## src/rtl/store_buffer.sv

```systemverilog
// Write-behind store buffer between the datapath and data memory.
// Stores queue in a circular FIFO and drain in program order; loads forward from the youngest match.
module store_buffer #(
  parameter int DEPTH = 4
) (
  input  logic                     clk,
  input  logic                     reset_n,
  input  logic                     cpu_we,
  input  logic                     cpu_re,
  input  logic [31:0]              cpu_a,
  input  logic [31:0]              cpu_wd,
  output logic [31:0]              cpu_rd,
  output logic                     cpu_stall,
  input  logic                     mem_ready,
  output logic                     mem_we,
  output logic [31:0]              mem_a,
  output logic [31:0]              mem_wd,
  input  logic [31:0]              mem_rd,
  output logic                     empty,
  output logic                     full,
  output logic [$clog2(DEPTH):0]   count
);

  localparam int PW = $clog2(DEPTH);
  localparam int CW = PW + 1;

  logic [29:0]   r_addr [DEPTH];
  logic [31:0]   r_data [DEPTH];
  logic [PW-1:0] r_head;
  logic [PW-1:0] r_tail;
  logic [CW-1:0] r_count;

  logic          w_empty;
  logic          w_full;
  logic          w_drain;
  logic          w_accept;
  logic          w_hit;
  logic [31:0]   w_fwd_data;
  logic [PW-1:0] w_slot;

  assign w_empty  = (r_count == '0);
  assign w_full   = (r_count == CW'(DEPTH));
  // A load owns the memory port this cycle, so it blocks the drain.
  assign w_drain  = !w_empty && mem_ready && !cpu_re;
  assign w_accept = cpu_we && (!w_full || w_drain);

  assign cpu_stall = cpu_we && !w_accept;
  assign empty     = w_empty;
  assign full      = w_full;
  assign count     = r_count;

  assign mem_we = w_drain;
  assign mem_a  = w_drain ? {r_addr[r_head], 2'b00} : cpu_a;
  assign mem_wd = w_drain ? r_data[r_head] : 32'h0;

  // Walk oldest to youngest so the last hit is the youngest matching store.
  always_comb begin
    w_hit      = 1'b0;
    w_fwd_data = 32'h0;
    w_slot     = r_head;
    for (int k = 0; k < DEPTH; k++) begin
      w_slot = r_head + PW'(k);
      if ((CW'(k) < r_count) && (r_addr[w_slot] == cpu_a[31:2])) begin
        w_hit      = 1'b1;
        w_fwd_data = r_data[w_slot];
      end
    end
  end

  always_comb begin
    cpu_rd = 32'h0;
    if (cpu_re && !cpu_we) begin
      cpu_rd = w_hit ? w_fwd_data : mem_rd;
    end
  end

  always_ff @(posedge clk or negedge reset_n) begin
    if (!reset_n) begin
      r_head  <= '0;
      r_tail  <= '0;
      r_count <= '0;
    end else begin
      if (w_accept) begin
        r_tail <= r_tail + 1'b1;
      end
      if (w_drain) begin
        r_head <= r_head + 1'b1;
      end
      if (w_accept && !w_drain) begin
        r_count <= r_count + 1'b1;
      end else if (w_drain && !w_accept) begin
        r_count <= r_count - 1'b1;
      end
    end
  end

  // Entry storage is left unreset; validity is tracked by head/count alone.
  always_ff @(posedge clk) begin
    if (w_accept) begin
      r_addr[r_tail] <= cpu_a[31:2];
      r_data[r_tail] <= cpu_wd;
    end
  end

endmodule

```

## config.mk

```make
export PLATFORM = sky130hd
export DESIGN_NAME = store_buffer
export DESIGN_NICKNAME = d
export VERILOG_FILES = /design/src/rtl/store_buffer.sv
export SDC_FILE = /design/constraint.sdc
export NUM_CORES = 1
export LEC_CHECK = 0
export BUFFER_PORTS_ARGS = -buffer_cell sky130_fd_sc_hd__buf_2
export CORE_UTILIZATION = 45
export DETAILED_ROUTE_END_ITERATION = 8
export PLACE_DENSITY = 0.72
export SLEW_MARGIN = 30
export SYNTH_ARGS = -nofsm -noshare
export SYNTH_HDL_FRONTEND = slang
export SYNTH_SLANG_ARGS = --single-unit
```

## constraint.sdc

```tcl
create_clock -name clk -period 4.2 [get_ports clk]
set_input_delay 0.42 -clock clk [delete_from_list [all_inputs] [get_ports clk]]
set_output_delay 0.42 -clock clk [all_outputs]
set_load 0.05 [all_outputs]
```

==> impl_metrics.ini <==
[sta]
worst_slack_ns = -0.6203
rsz0062_at_grt = true
fin_crit_ns = 4.820
report.final.setup_viol = 32
slew-limit-headroom_pct = 40.85
worst_slew_pin_slew_ns = 0.8805
slew_violations = 0
fin_skew_ns = 0.01283
fin_setup_tns_ns = -17.85
max_clock_freq_mhz = 207.5
finalCritPeriodShare_pct = 114.8
hold_viol = 0

[clock_tree]
cts_sinks = 255
cts_buffers = 29
root_buffer = clkbuf_16
clock_latency_ns = 0.57
cts_max_level = 1
clkTransAtPathRegs_ns = 0.06
clockBufferDepth = 3
cts_tree = done

[global_routing]
grt_pass1_wl_um = 90990
antenna_found_initial = 5
grt_usage_pct = 28.26
grt-ovfl-total = 0
grt_max_degree = 98
grt_pass1_vias = 15280

[synthesis]
synth.most_common_cell = edfxtp_1
ys_async_sr_fraction_pct = 2.745
yosysSeqAreaShare_pct = 40.64
synth-edff-count = 248
synth-seq-cells = 255
ys_warn_count = 0
synth_cells = 1735
synth_area_um2 = 18760
yosys.area.top_type = edfxtp_1
syn-num-nets = 1845
synth_cell_types = 72
yosys_most_used_dff = edfxtp_1
yosys.area.top_type_share_pct = 39.70
synth_common_cells = edfxtp_1, mux2i_1, a21oi_1
avgSynthCellArea_um2 = 10.81
yosys-top-cells-area = edfxtp_1, mux2i_1, mux4_2

[pwr]
p_sw_uw = 6990
swShare_pct = 44.73
power_density_nw_per_um2 = 668.1
p_clk_share_pct = 16.2
max-vdd-ir-drop_mv = 0.4896
internal_power_uw = 8636
combPwrFrac_pct = 59.8
fin_total_pwr_uw = 15630
p_leak_uw = 0.008538
seq_power_share_pct = 24.0

[floorplan]
rows = 74
io_pins = 204
dieArea_um2 = 42500
coreArea_um2 = 41020
fp.dieH_um = 206.2
die_width_um = 206.2
start_util_pct = 45.73

[critical_path]
cp_slowest_cell = dfrtp_4
end_kind = output pin
startpoint_type = flop
worstReg2RegStart = count[0]
reg2reg_slack_ns = 1.27
slowest_delay_ns = 0.51
cp_max_fo = 9
cp_top_family = buffers and inverters
path_cells = buf_12 -> buf_12 -> mux4_2 -> xnor2_2 -> nand4b_1 -> or4b_4 -> nor4_4 -> buf_4 -> buf_8 -> buf_12 -> buf_16 -> mux2i_1 -> mux2i_1 -> a21oi_1 -> a21oi_1 -> buf_4
rr_endpoint = r_addr[2][20]
path_buf_inv = 7
worstPathArrival_ns = 4.40
cpMostUsedCell = buf_12
critPathKind = flop to output pin
cp.required_ns = 3.78
rr_worst_depth = 7

[placement]
placed_area_um2 = 20620
hpwlAfterDp_um = 40270
dp.cells = 2416
gp_congestion = 0.9818
numPortBuffers = 203

[run_status]
outcome = finished, violations left
failed_checks = DRC, setup timing

[routing]
drc = 12
routed_via_density = 6.301
postRouteWirelength_um = 62300
drtPass1Iterations = 9
ant_nets = 0
vias = 15940
wire_per_inst_um = 24.62
drt_iter0_drc = 1718

[layout]
area_growth_pct = 24.71
finalInstanceArea_um2 = 23390
n_fill_cell = 3363
regArea_um2 = 7630
drive_above_1_share_pct = 33.40
nets = 2085
final_cells = 2530
multi_input_area_um2 = 10820

[run]
maxCapViolations = 0

[hold_path]
hold_path_end = r_data[2][13]
hp-class = input port to flop
worstHoldPathCells = 1
min_from = cpu_wd[13]
## cells in the final DEF (no fill, tap or decap), types with 6 or more instances in the layout
| master | instances |
|---|---|
| edfxtp_1 | 248 |
| mux2i_1 | 196 |
| buf_2 | 171 |
| a21oi_1 | 124 |
| buf_4 | 113 |
| nand2_1 | 111 |
| nor2b_1 | 91 |
| nor2_1 | 84 |
| xnor2_1 | 82 |
| a211oi_1 | 63 |
| o21ai_0 | 59 |
| mux2_2 | 54 |
| mux4_2 | 52 |
| nand3_1 | 36 |
| clkbuf_16 | 35 |
| o21a_1 | 31 |
| o211ai_1 | 31 |
| or3b_2 | 28 |
| buf_6 | 27 |
| buf_12 | 25 |
| a21oi_2 | 18 |
| mux2i_2 | 18 |
| inv_1 | 18 |
| nand4_1 | 17 |
| nor3_1 | 14 |
| xor2_1 | 13 |
| o22ai_1 | 12 |
| xnor2_2 | 12 |
| mux2i_4 | 11 |
| buf_16 | 10 |
| ha_1 | 9 |
| bufbuf_16 | 7 |
| o21ai_1 | 6 |
| nor4_1 | 6 |
## metrics by stage
stage | util [%] | worst slack (ns) | hold slack, ns
floorplan | - | 0.09420 | 0.1244
global placement | 50.26 | -0.2129 | 0.2696
detailed placement | 50.26 | -0.2262 | 0.2798
CTS | 55.72 | -0.6166 | 0.03463
global route | 57.03 | -0.7366 | 0.04314
finish | 57.03 | -0.6203 | 0.05972
## worst max path at each step
stage	start	endpoint	slack, ns	cells past startpoint
after global routing	r_head[1]	cpu_rd[18]	-0.74	17
after global placement	r_head[1]	cpu_rd[23]	-0.21	14
after detailed placement	r_head[1]	cpu_rd[23]	-0.23	14
after CTS	r_head[1]	cpu_rd[30]	-0.62	13
final	r_head[1]	cpu_rd[4]	-0.62	16
after floorplan	r_head[0]	mem_wd[30]	0.09	12
## metal layers
layer  part of all wire (%)  vias to the layer above  track usage, %
met4                    3.4                        8           10.11
li1                       -                     7103               -
met1                     42                     7872           38.30
met5                  0.093                        -               0
met3                    8.1                      162           4.541
met2                     47                      797           45.61
## power groups by stage
stage / Combinational, µW / Clock [µW] / Sequential [µW]
6_report: 9340 / 2540 / 3750
4_1_cts: 8960 / 2580 / 3720
3_5_place_dp: 8330 / 0 / 3770
2_1_floorplan: 6250 / 0 / 3690
5_1_grt: 9850 / 2660 / 3800
3_3_place_gp: 8200 / 0 / 3740
## layout make-up
class / instances / area share, %
inverters: 19 / 0.3263
well taps: 532 / 2.846
clock buffers: 38 / 3.461
multi-input cells: 1305 / 46.24
repair buffers: 365 / 13.88
diodes: 1 / 0.01070
clock inverters: 15 / 0.6151
flip-flops and latches: 255 / 32.62
## cells by family after synthesis
logic type | count (synthesis) | share of synthesized area (%)
simple gates | 442 | 12.69
xor+xnor | 109 | 5.090
buf+inv | 175 | 5.123
fa+ha+maj | 9 | 0.6004
compound gates | 409 | 13.95
mux | 336 | 21.91
flops | 255 | 40.64
## sequential cells by signal (all words and copies together) (netlist names)
signal,cells
r_data,128
r_addr,120
count,3
r_head,2
r_tail,2
## repair_timing
action | in CTS | in global routing
resized for setup | 126 | 82
gates cloned | 17 | 8
hold endpoints to repair | 7 | 0
setup buffers | 27 | 10
pin swaps | 23 | 21
hold buffers | 1 | 0
setup endpoints to repair | 32 | 32
Power figures use the tool's default switching activity.
